File: config.mk
export PLATFORM = sky130hd
export DESIGN_NAME = reg_bus_sequencer
export DESIGN_NICKNAME = d
export VERILOG_FILES = /design/src/rtl/reg_bus_sequencer_pkg.sv /design/src/rtl/reg_bus_sequencer_strobe_decoder.sv /design/src/rtl/reg_bus_sequencer.sv
export SDC_FILE = /design/constraint.sdc
export NUM_CORES = 1
export LEC_CHECK = 0
export ABC_AREA = 1
export BUFFER_PORTS_ARGS = -buffer_cell sky130_fd_sc_hd__buf_2
export CAP_MARGIN = 20
export CORE_MARGIN = 2
export CORE_UTILIZATION = 25
export DETAILED_ROUTE_END_ITERATION = 10
export PLACE_DENSITY = 0.57
export SLEW_MARGIN = 40
export SYNTH_ARGS = -nofsm -noshare
export SYNTH_HDL_FRONTEND = slang
export SYNTH_SLANG_ARGS = --single-unit
File: constraint.sdc
create_clock -name i_clk -period 1.99 [get_ports i_clk]
set_input_delay 0.398 -clock i_clk [delete_from_list [all_inputs] [get_ports i_clk]]
set_output_delay 0.398 -clock i_clk [all_outputs]
set_load 0.005 [all_outputs]
File: src/rtl/reg_bus_sequencer_pkg.sv
// Shared definitions for the register-bus sequencer: op encodings, FSM
// states and default sizing.
package reg_bus_sequencer_pkg;

  typedef enum logic [2:0] {
    OP_MOV = 3'd0,
    OP_LDI = 3'd1,
    OP_LD  = 3'd2,
    OP_ST  = 3'd3,
    OP_INC = 3'd4,
    OP_DEC = 3'd5
  } op_e;

  typedef enum logic [1:0] {
    ST_IDLE = 2'd0,
    ST_EXEC = 2'd1,
    ST_MEM  = 2'd2,
    ST_FIN  = 2'd3
  } state_e;

  localparam int DEFAULT_NREG    = 4;
  localparam int DEFAULT_TIMEOUT = 15;

  // Encodings 6 and 7 are reserved and rejected with an error pulse.
  function automatic logic op_is_legal(input logic [2:0] op);
    return op <= 3'd5;
  endfunction

  function automatic logic op_is_mem(input logic [2:0] op);
    return (op == OP_LD) || (op == OP_ST);
  endfunction

endpackage

File: src/rtl/reg_bus_sequencer_strobe_decoder.sv
// Combinational map from sequencer state and latched command to the
// one-hot register strobes and memory-port controls.
module strobe_decoder
  import reg_bus_sequencer_pkg::*;
#(
  parameter int NREG = DEFAULT_NREG,
  localparam int SW = $clog2(NREG)
) (
  input  state_e          i_state,
  input  op_e             i_op,
  input  logic [SW-1:0]   i_src,
  input  logic [SW-1:0]   i_dst,
  input  logic            i_mem_ack,
  output logic [NREG-1:0] o_rdata,
  output logic [NREG-1:0] o_wdata,
  output logic [NREG-1:0] o_raddr,
  output logic [NREG-1:0] o_waddr,
  output logic [NREG-1:0] o_inc,
  output logic [NREG-1:0] o_dec,
  output logic            o_imm_drv_en,
  output logic            o_mem_req,
  output logic            o_mem_we
);

  logic [NREG-1:0] w_src_hot;
  logic [NREG-1:0] w_dst_hot;

  // One-hot expansion of the latched register indices.
  for (genvar gi = 0; gi < NREG; gi++) begin : g_hot
    assign w_src_hot[gi] = (i_src == SW'(gi));
    assign w_dst_hot[gi] = (i_dst == SW'(gi));
  end

  // Address-bus writes are not used yet.
  assign o_waddr = '0;

  // Strobe selection; everything is quiet outside EXEC and MEM.
  always_comb begin
    o_rdata      = '0;
    o_wdata      = '0;
    o_raddr      = '0;
    o_inc        = '0;
    o_dec        = '0;
    o_imm_drv_en = 1'b0;
    o_mem_req    = 1'b0;
    o_mem_we     = 1'b0;
    case (i_state)
      ST_EXEC: begin
        case (i_op)
          OP_MOV: begin
            o_rdata = w_src_hot;
            o_wdata = w_dst_hot;
          end
          OP_LDI: begin
            o_imm_drv_en = 1'b1;
            o_wdata      = w_dst_hot;
          end
          OP_INC:  o_inc = w_dst_hot;
          OP_DEC:  o_dec = w_dst_hot;
          default: ;
        endcase
      end
      ST_MEM: begin
        o_raddr   = w_src_hot;
        o_mem_req = 1'b1;
        if (i_op == OP_ST) begin
          o_rdata  = w_dst_hot;
          o_mem_we = 1'b1;
        end else if (i_mem_ack) begin
          // Loaded byte is on the data bus only in the ack cycle.
          o_wdata = w_dst_hot;
        end
      end
      default: ;
    endcase
  end

endmodule

File: src/rtl/reg_bus_sequencer.sv
// Micro-command sequencer: accepts one command at a time, steps through the
// strobe cycles and supervises memory handshakes with a timeout.
module reg_bus_sequencer
  import reg_bus_sequencer_pkg::*;
#(
  parameter int NREG    = DEFAULT_NREG,
  parameter int TIMEOUT = DEFAULT_TIMEOUT,
  localparam int SW = $clog2(NREG)
) (
  input  logic            i_clk,
  input  logic            i_rst,
  input  logic            i_cmd_valid,
  output logic            o_cmd_ready,
  input  logic [2:0]      i_cmd_op,
  input  logic [SW-1:0]   i_cmd_src,
  input  logic [SW-1:0]   i_cmd_dst,
  input  logic [7:0]      i_cmd_imm,
  output logic [NREG-1:0] o_rdata,
  output logic [NREG-1:0] o_wdata,
  output logic [NREG-1:0] o_raddr,
  output logic [NREG-1:0] o_waddr,
  output logic [NREG-1:0] o_inc,
  output logic [NREG-1:0] o_dec,
  output logic            o_imm_drv_en,
  output logic [7:0]      o_imm_bus,
  output logic            o_mem_req,
  output logic            o_mem_we,
  input  logic            i_mem_ack,
  output logic            o_done,
  output logic            o_err
);

  // Last wait count at which an ack is still accepted.
  localparam logic [7:0] WAIT_LAST = 8'(TIMEOUT - 1);

  state_e        r_state;
  state_e        w_state_next;
  op_e           r_op;
  logic [SW-1:0] r_src;
  logic [SW-1:0] r_dst;
  logic [7:0]    r_imm;
  logic [7:0]    r_wait;
  logic [7:0]    w_wait_next;
  logic          r_err;
  logic          w_err_next;
  logic          w_accept;
  logic          w_legal;

  assign w_accept = i_cmd_valid && (r_state == ST_IDLE);
  assign w_legal  = op_is_legal(i_cmd_op);

  // State, wait counter, error pulse and command latches.
  always_ff @(posedge i_clk) begin
    if (i_rst) begin
      r_state <= ST_IDLE;
      r_op    <= OP_MOV;
      r_src   <= '0;
      r_dst   <= '0;
      r_imm   <= '0;
      r_wait  <= '0;
      r_err   <= 1'b0;
    end else begin
      r_state <= w_state_next;
      r_wait  <= w_wait_next;
      r_err   <= w_err_next;
      if (w_accept && w_legal) begin
        r_op  <= op_e'(i_cmd_op);
        r_src <= i_cmd_src;
        r_dst <= i_cmd_dst;
        r_imm <= i_cmd_imm;
      end
    end
  end

  // Next-state logic, timeout supervision and error detection.
  always_comb begin
    w_state_next = r_state;
    w_wait_next  = r_wait;
    w_err_next   = 1'b0;
    case (r_state)
      ST_IDLE: begin
        w_wait_next = '0;
        if (i_cmd_valid) begin
          if (!w_legal)                 w_err_next   = 1'b1;
          else if (op_is_mem(i_cmd_op)) w_state_next = ST_MEM;
          else                          w_state_next = ST_EXEC;
        end
      end
      ST_EXEC: w_state_next = ST_FIN;
      ST_MEM: begin
        if (i_mem_ack) begin
          // An ack on the final allowed cycle still wins over the timeout.
          w_state_next = ST_FIN;
          w_wait_next  = '0;
        end else if (r_wait == WAIT_LAST) begin
          w_state_next = ST_IDLE;
          w_err_next   = 1'b1;
          w_wait_next  = '0;
        end else begin
          w_wait_next = 8'(r_wait + 8'd1);
        end
      end
      ST_FIN:  w_state_next = ST_IDLE;
      default: w_state_next = ST_IDLE;
    endcase
  end

  assign o_cmd_ready = (r_state == ST_IDLE);
  assign o_done      = (r_state == ST_FIN);
  assign o_err       = r_err;
  assign o_imm_bus   = r_imm;

  strobe_decoder #(.NREG(NREG)) u_strobe_decoder (
    .i_state      (r_state),
    .i_op         (r_op),
    .i_src        (r_src),
    .i_dst        (r_dst),
    .i_mem_ack    (i_mem_ack),
    .o_rdata      (o_rdata),
    .o_wdata      (o_wdata),
    .o_raddr      (o_raddr),
    .o_waddr      (o_waddr),
    .o_inc        (o_inc),
    .o_dec        (o_dec),
    .o_imm_drv_en (o_imm_drv_en),
    .o_mem_req    (o_mem_req),
    .o_mem_we     (o_mem_we)
  );

endmodule

Word level (Yosys, flattened, before mapping)
Cells that the tools add are included.
W data, S select, Z words.
{"block": "totals", "wordCells": 69, "out_inout_bits": 38, "reg_bits": 26}
{"block": "op_classes", "magnitude_cmp": 1, "eq_ne": 19, "addsub": 1, "reduce_logical": 10, "mux": 31}
{"operator": "$mux W4", "count": 10}
{"operator": "$mux W8", "count": 2}
{"operator": "$pmux W4 S2", "count": 2}
{"operator": "$pmux W8 S2", "count": 1}
{"operator": "$eq A2 B2 Y1 const B", "count": 6}
{"operator": "$mux W2", "count": 5}
{"operator": "$eq A3 B2 Y1 const B", "count": 3}
{"operator": "$mux W1", "count": 9}
{"operator": "$add A8 B1 Y8 const B", "count": 1}
{"operator": "$eq A8 B4 Y1 const B", "count": 1}
{"operator": "$pmux W2 S4", "count": 1}
{"operator": "$eq A2 B1 Y1 const B", "count": 3}
{"operator": "$eq A3 B3 Y1 const B", "count": 2}
{"operator": "$logic_not A2 Y1", "count": 3}
{"operator": "$eq A3 B1 Y1 const B", "count": 1}
{"operator": "$le A3 B3 Y1 const B", "count": 1}
{"operator": "$logic_not A3 Y1", "count": 1}
{"operator": "$ne A3 B3 Y1 const B", "count": 1}
{"operator": "$reduce_and A3 Y1", "count": 1}
{"operator": "$logic_and A1 B1 Y1", "count": 2}
{"operator": "$ne A2 B1 Y1 const B", "count": 1}
{"operator": "$ne A2 B2 Y1 const B", "count": 1}
{"operator": "$pmux W1 S2", "count": 1}
{"operator": "$reduce_bool A2 Y1", "count": 1}
{"operator": "other kinds (2)", "count": 2}

Logic depth before layout (Yosys ltp)
{"block": "depth", "depth_word": 6, "depth_mapped": 9, "mapped_depth_nobuf": 9}

Hierarchy
Synthesis repeated with hierarchy kept, for this count alone.
{"block": "hier_totals", "cells_unflattened": 229, "hier_area_um2": 1480.2}
{"mod": "reg_bus_sequencer", "instances": 1, "cells_each": 155, "seq_area_each_um2": 520.5, "area_each_um2": 1137.3}
{"mod": "strobe_decoder", "instances": 1, "cells_each": 74, "seq_area_each_um2": 0.0, "area_each_um2": 342.8}

Least setup slack after synthesis
Ideal clock, no wire load.
{"block": "synth_timing", "path_kind": "register to output", "startpoint": "reg r_state[0]", "endpoint": "out o_wdata[0]", "stages_incl_launch_ff": 7, "t_required_ns": 1.592, "t_arrival_ns": 1.085, "path_slack_ns": 0.507, "cell_sequence": "dfxtp_1 -> inv_1 -> ha_1 -> nand2_1 -> o21ai_0 -> nand2_1 -> nor2_1"}
{"block": "synth_via", "elab_chain_cells": 2, "word_cells_on_any_way": 3}
{"element": "start: declaration", "line_no": "reg_bus_sequencer.sv:36", "rtl": "state_e r_state;"}
{"element": "start signal: assignment", "line_no": "reg_bus_sequencer.sv:63", "rtl": "r_state <= w_state_next;"}
{"element": "$eq A2 B2 Y1 / $eq A2 B1 Y1 (equally long branches)", "line_no": "reg_bus_sequencer_strobe_decoder.sv:47", "rtl": "case (i_state)"}
{"element": "$pmux W4 S2 (*)", "line_no": "reg_bus_sequencer_strobe_decoder.sv:47"}
{"element": "end: declaration", "line_no": "reg_bus_sequencer.sv:19", "rtl": "output logic [NREG-1:0] o_wdata,"}
Every way passes the cells marked *; elsewhere a longest branch is shown, timed or not.

Final worst setup path
{"block": "layout_timing", "startpoint": "reg r_state[0]", "endpoint": "out o_rdata[1]"}
{"block": "layout_via", "elab_chain_cells": 2, "word_cells_on_any_way": 3}
{"element": "$eq A2 B2 Y1 / $eq A2 B1 Y1 (equally long branches)", "line_no": "reg_bus_sequencer_strobe_decoder.sv:47"}
{"element": "$pmux W4 S2 (*)", "line_no": "reg_bus_sequencer_strobe_decoder.sv:47"}
{"element": "end: declaration", "line_no": "reg_bus_sequencer.sv:18", "rtl": "output logic [NREG-1:0] o_rdata,"}
Marks and branches as above.

==> results summary <==
The depth of the worst register-to-register path came out at 8. Of the synthesized area, sequential elements account for 34.4%. Once detail routing completed, the nets flagged for antenna violations numbered 0. The synthesis-to-finish area growth is 30.0%. The met2 track demand over resource in global routing came out at between 10% and 20%. By instance count, the cell type seen most on the critical path is inv_2. The maximum frequency from static timing analysis is 533 MHz.

The internal power is between 0.001 and 0.0015 W. Once routing completed, OpenROAD measured the worst setup slack at ~0.12 ns. The placement-stage worst setup slack came out at approximately 0.28 ns.

The clock slew at the register clock pins of the worst setup and hold paths is 0.09 ns. The site row count is 28. The relative contribution of sequential cells to total power came out at 35.3%. Walking the worst path, the cells encountered are inv_2 -> ha_1 -> inv_2 -> nor2_1 -> nand2_1 -> o21ai_1 -> buf_2. The clock passes through at most 2 buffers. The fraction of final layout cells with drive strength greater than 1 is 28.3%.

The register-to-register path setup slack is 0.47 ns. The number of antenna violations at the first check in global routing came out at 0. The total iterations of the first detailed-routing run came out at 6. In this design, the stage delay of the slowest critical-path cell is 0.39 ns.

The area of the mapped netlist is 1510 µm². The count of pins on the block boundary came out at 57. The overall die width came out at ~80 µm. The type of destination of the critical path is an output pin. Dividing total power by cell area gives a power density of between 1000 and 1500 nW/µm². The routed layout has ~1.6k vias. The worst path uses roughly 94% of the clock period. The placer congestion estimate is 0.841. TritonCTS built the clock tree.

The half-perimeter wire length after placement came out at 3000 µm. Dividing the detail-routed wire length by the instance count gives 10.8 µm. The combinational fraction of design power came out at a little over two fifths. Summed over its instances, the top area cell type makes up 34.4% of the synthesized netlist area.

The number of sinks handled by clock tree synthesis is 26. The Yosys warning count came out at 0. For this run the aggregate overflow at the end of global routing stands at 0.

The layer with the highest usage after global routing is met2. At the worst endpoint, the arrival time is 1.48 ns. The number of H-tree levels is 1. The area of the core came out at 5890 µm². The switching power total came out at 0.000822 W. The final count of hold timing violations was 0. The pin count of the biggest net entering global routing came out at 21. The number of buffer cells added on primary ports is 52. Setup violations remaining at the end of the flow were counted as 0. The synthesized instance count came out at 233. The flow ran to the end, and the final reports show no timing, DRC or antenna violations. The total DRC errors in the routed layout came out at 0.

In this run the worst path has a maximum fanout of 5. STA classifies the critical path startpoint as a flip-flop. The floorplan step defined a die boundary enclosing 6690 µm². Wires add up to 3900 µm. After clock tree synthesis, the flow added hold-fix buffers numbering 0.

The cell sitting at the root of the clock tree is a clkbuf_8. For this run, the total global-route usage over all layers was measured as 11.8%. The number of antenna repair diodes is 0.

The fraction of power spent switching nets came out at 39.9%. The clock latency of the later-clocked register in the worst-skew pair came out at 0.27 ns. The standard cell with the maximum stage delay on the critical path is dfxtp_4. The average cell area after synthesis is approximately 6.5 µm². The shortest period the worst path allows is 1.87 ns. The number of global-route vias before repair is 1387. The synthesized design spends more area on one cell type than any other, namely dfxtp_1. The number of cells on the critical path came out at 7. The first-pass GRT wire length came out at approximately 6000 µm.

The reported leakage power came out at between 0.8 and 0.9 nW. In the global route stage, met3 resource usage came out at 1.76%. For this configuration, the core starts out at a cell density of 25.7%. The number of pins exceeding their max-slew limit in the final report is 0. After synthesis, the cell types taking the most area are dfxtp_1, nand2_1, nor2_1. The die is 81.8 µm tall.

In the routed layout, each cell is associated on average with a via count of 4.49. The worst-case IR drop observed on VDD is 0.000332 V. Synthesis instantiated 25 different standard cells from the library. The buffers inserted during post-CTS setup optimization is 0. The cell depth of the worst hold path came out at 3. The number of synthesized register bits came out at 26. Global routing consumed, on the met1 layer, 15.1% of the routing resources. Of the total power, the clock network draws 21.6%. The worst clock skew is between 0.001 and 0.0015 ns. The final net count is ~310. Counting both buffers and inverters, the worst setup path holds a total of 3. After the first detailed-routing iteration, the DRC count stood at 66. The max-cap violation count came out at 0. The kind of path behind the tightest hold check is input pin to flip-flop. The cell family contributing the most delay on the critical path is flip-flops. The final core utilization came out at 33.4%.

Buffers inserted during clock tree synthesis total 3. For the worst setup path, the data required time is 1.59 ns. The critical path in this run is classified as flip-flop to output pin.
metal layers:
metal  vias to the layer above  routed length (µm)
met5                         -                   0
met1                       721                1790
met4                         0                  66
met3                         5                 229
met2                        45                1810
li1                        849                   -
Yosys cell counts:
cell      instances
clkinv_4          1
o21ai_0          19
nand4_1           2
nor3_1           12
nand3b_1          2
buf_4             4
ha_1              6
buf_2             2
clkbuf_2          1
nand2_2           1
nor3_2            1
and2_2            1
clkinv_1          1
xor2_1            1
nor2_4            2
a21oi_1          21
nor2_2            1
conb_1            1
inv_1            21
inv_2             4
buf_6             1
nand3_1          16
dfxtp_1          26
nand2_1          49
nor2_1           37
flip-flops by register name, summed over array words and instances (netlist names):
name       count
o_imm_bus      8
r_wait         8
r_op           3
r_dst          2
r_src          2
r_state        2
o_err          1
placed cells by master, fill, tap and decap left out:
cell,Yosys,final
buf_4,4,2
nor2_4,2,3
nor3_2,1,1
a21oi_2,0,1
nand2_1,49,49
a21oi_1,21,20
o21ai_0,19,18
clkbuf_8,0,3
nor2_2,1,1
nand3_1,16,15
dfxtp_2,0,1
and2_4,0,1
nor2_1,37,36
nand2_2,1,1
nand4_1,2,2
dfxtp_1,26,23
ha_4,0,2
buf_2,2,52
bufinv_16,0,1
clkinv_4,1,1
nand3b_1,2,2
clkinv_1,1,1
inv_2,4,8
conb_1,1,4
ha_1,6,4
inv_1,21,17
nor3_1,12,12
xor2_1,1,1
o21ai_1,0,1
dfxtp_4,0,2
nand3_4,0,1
layout make-up:
type / instances / area [µm²]
Fill cell: 654 / 3920
Multi-Input combinational cell: 175 / 892
Sequential cell: 26 / 529
Timing Repair Buffer: 54 / 275
Inverter: 27 / 106
Tap cell: 75 / 93.8
Clock buffer: 3 / 41.3
Clock inverter: 1 / 30.0
metrics by stage:
stage               TNS (ns)  power [W]  hold slack (ns)  std cells  cell area, µm²
finish                     0    0.00206            0.368        361            1970
global route        -0.00353    0.00225            0.371        361            1970
CTS                        0    0.00200            0.360        361            1910
detailed placement         0    0.00154            0.462        357            1840
global placement           0    0.00154            0.457        357            1840
floorplan                  0    0.00126            0.444        236            1530
worst min-delay path: cells and delay by family:
family / cells / cell delay [ns]
simple gates: 1 / 0.08
buf+inv: 1 / 0.07
compound gates: 1 / 0.07
power groups by stage:
| stage | clock network [W] | registers (W) | logic, W |
|---|---|---|---|
| 3_3_place_gp | 0 | 0.000711 | 0.000826 |
| 6_report | 0.000444 | 0.000728 | 0.000888 |
| 5_1_grt | 0.000487 | 0.000747 | 0.00102 |
| 4_1_cts | 0.000465 | 0.000703 | 0.000835 |
| 3_5_place_dp | 0 | 0.000713 | 0.000827 |
| 2_1_floorplan | 0 | 0.000703 | 0.000552 |
kinds of logic after synthesis:
kind of cell / after synthesis / share of synthesized area (%)
simple gates: 124 / 35.9
buf+inv: 35 / 10.7
flops: 26 / 34.4
compound gates: 40 / 13.2
other cells: 1 / 0.248
xor+xnor: 1 / 0.579
fa+ha+maj: 6 / 4.96
repair_timing:
item / 4_1_cts / 5_1_grt
endpoints found under the hold margin: 0 / 0
gates resized for setup: 2 / 18
pin swaps: 0 / 3
setup endpoints to repair: 8 / 12
cloned: 0 / 0
path summary, 6_finish.rpt:
check | start | end
setup / recovery | r_state[0] | o_rdata[1]
hold / removal | i_cmd_imm[0] | o_imm_bus[0]
setup reg to reg | r_state[0] | o_imm_bus[6]
hold reg to reg | r_op[1] | r_op[1]
(Power assumes the default switching activity.)
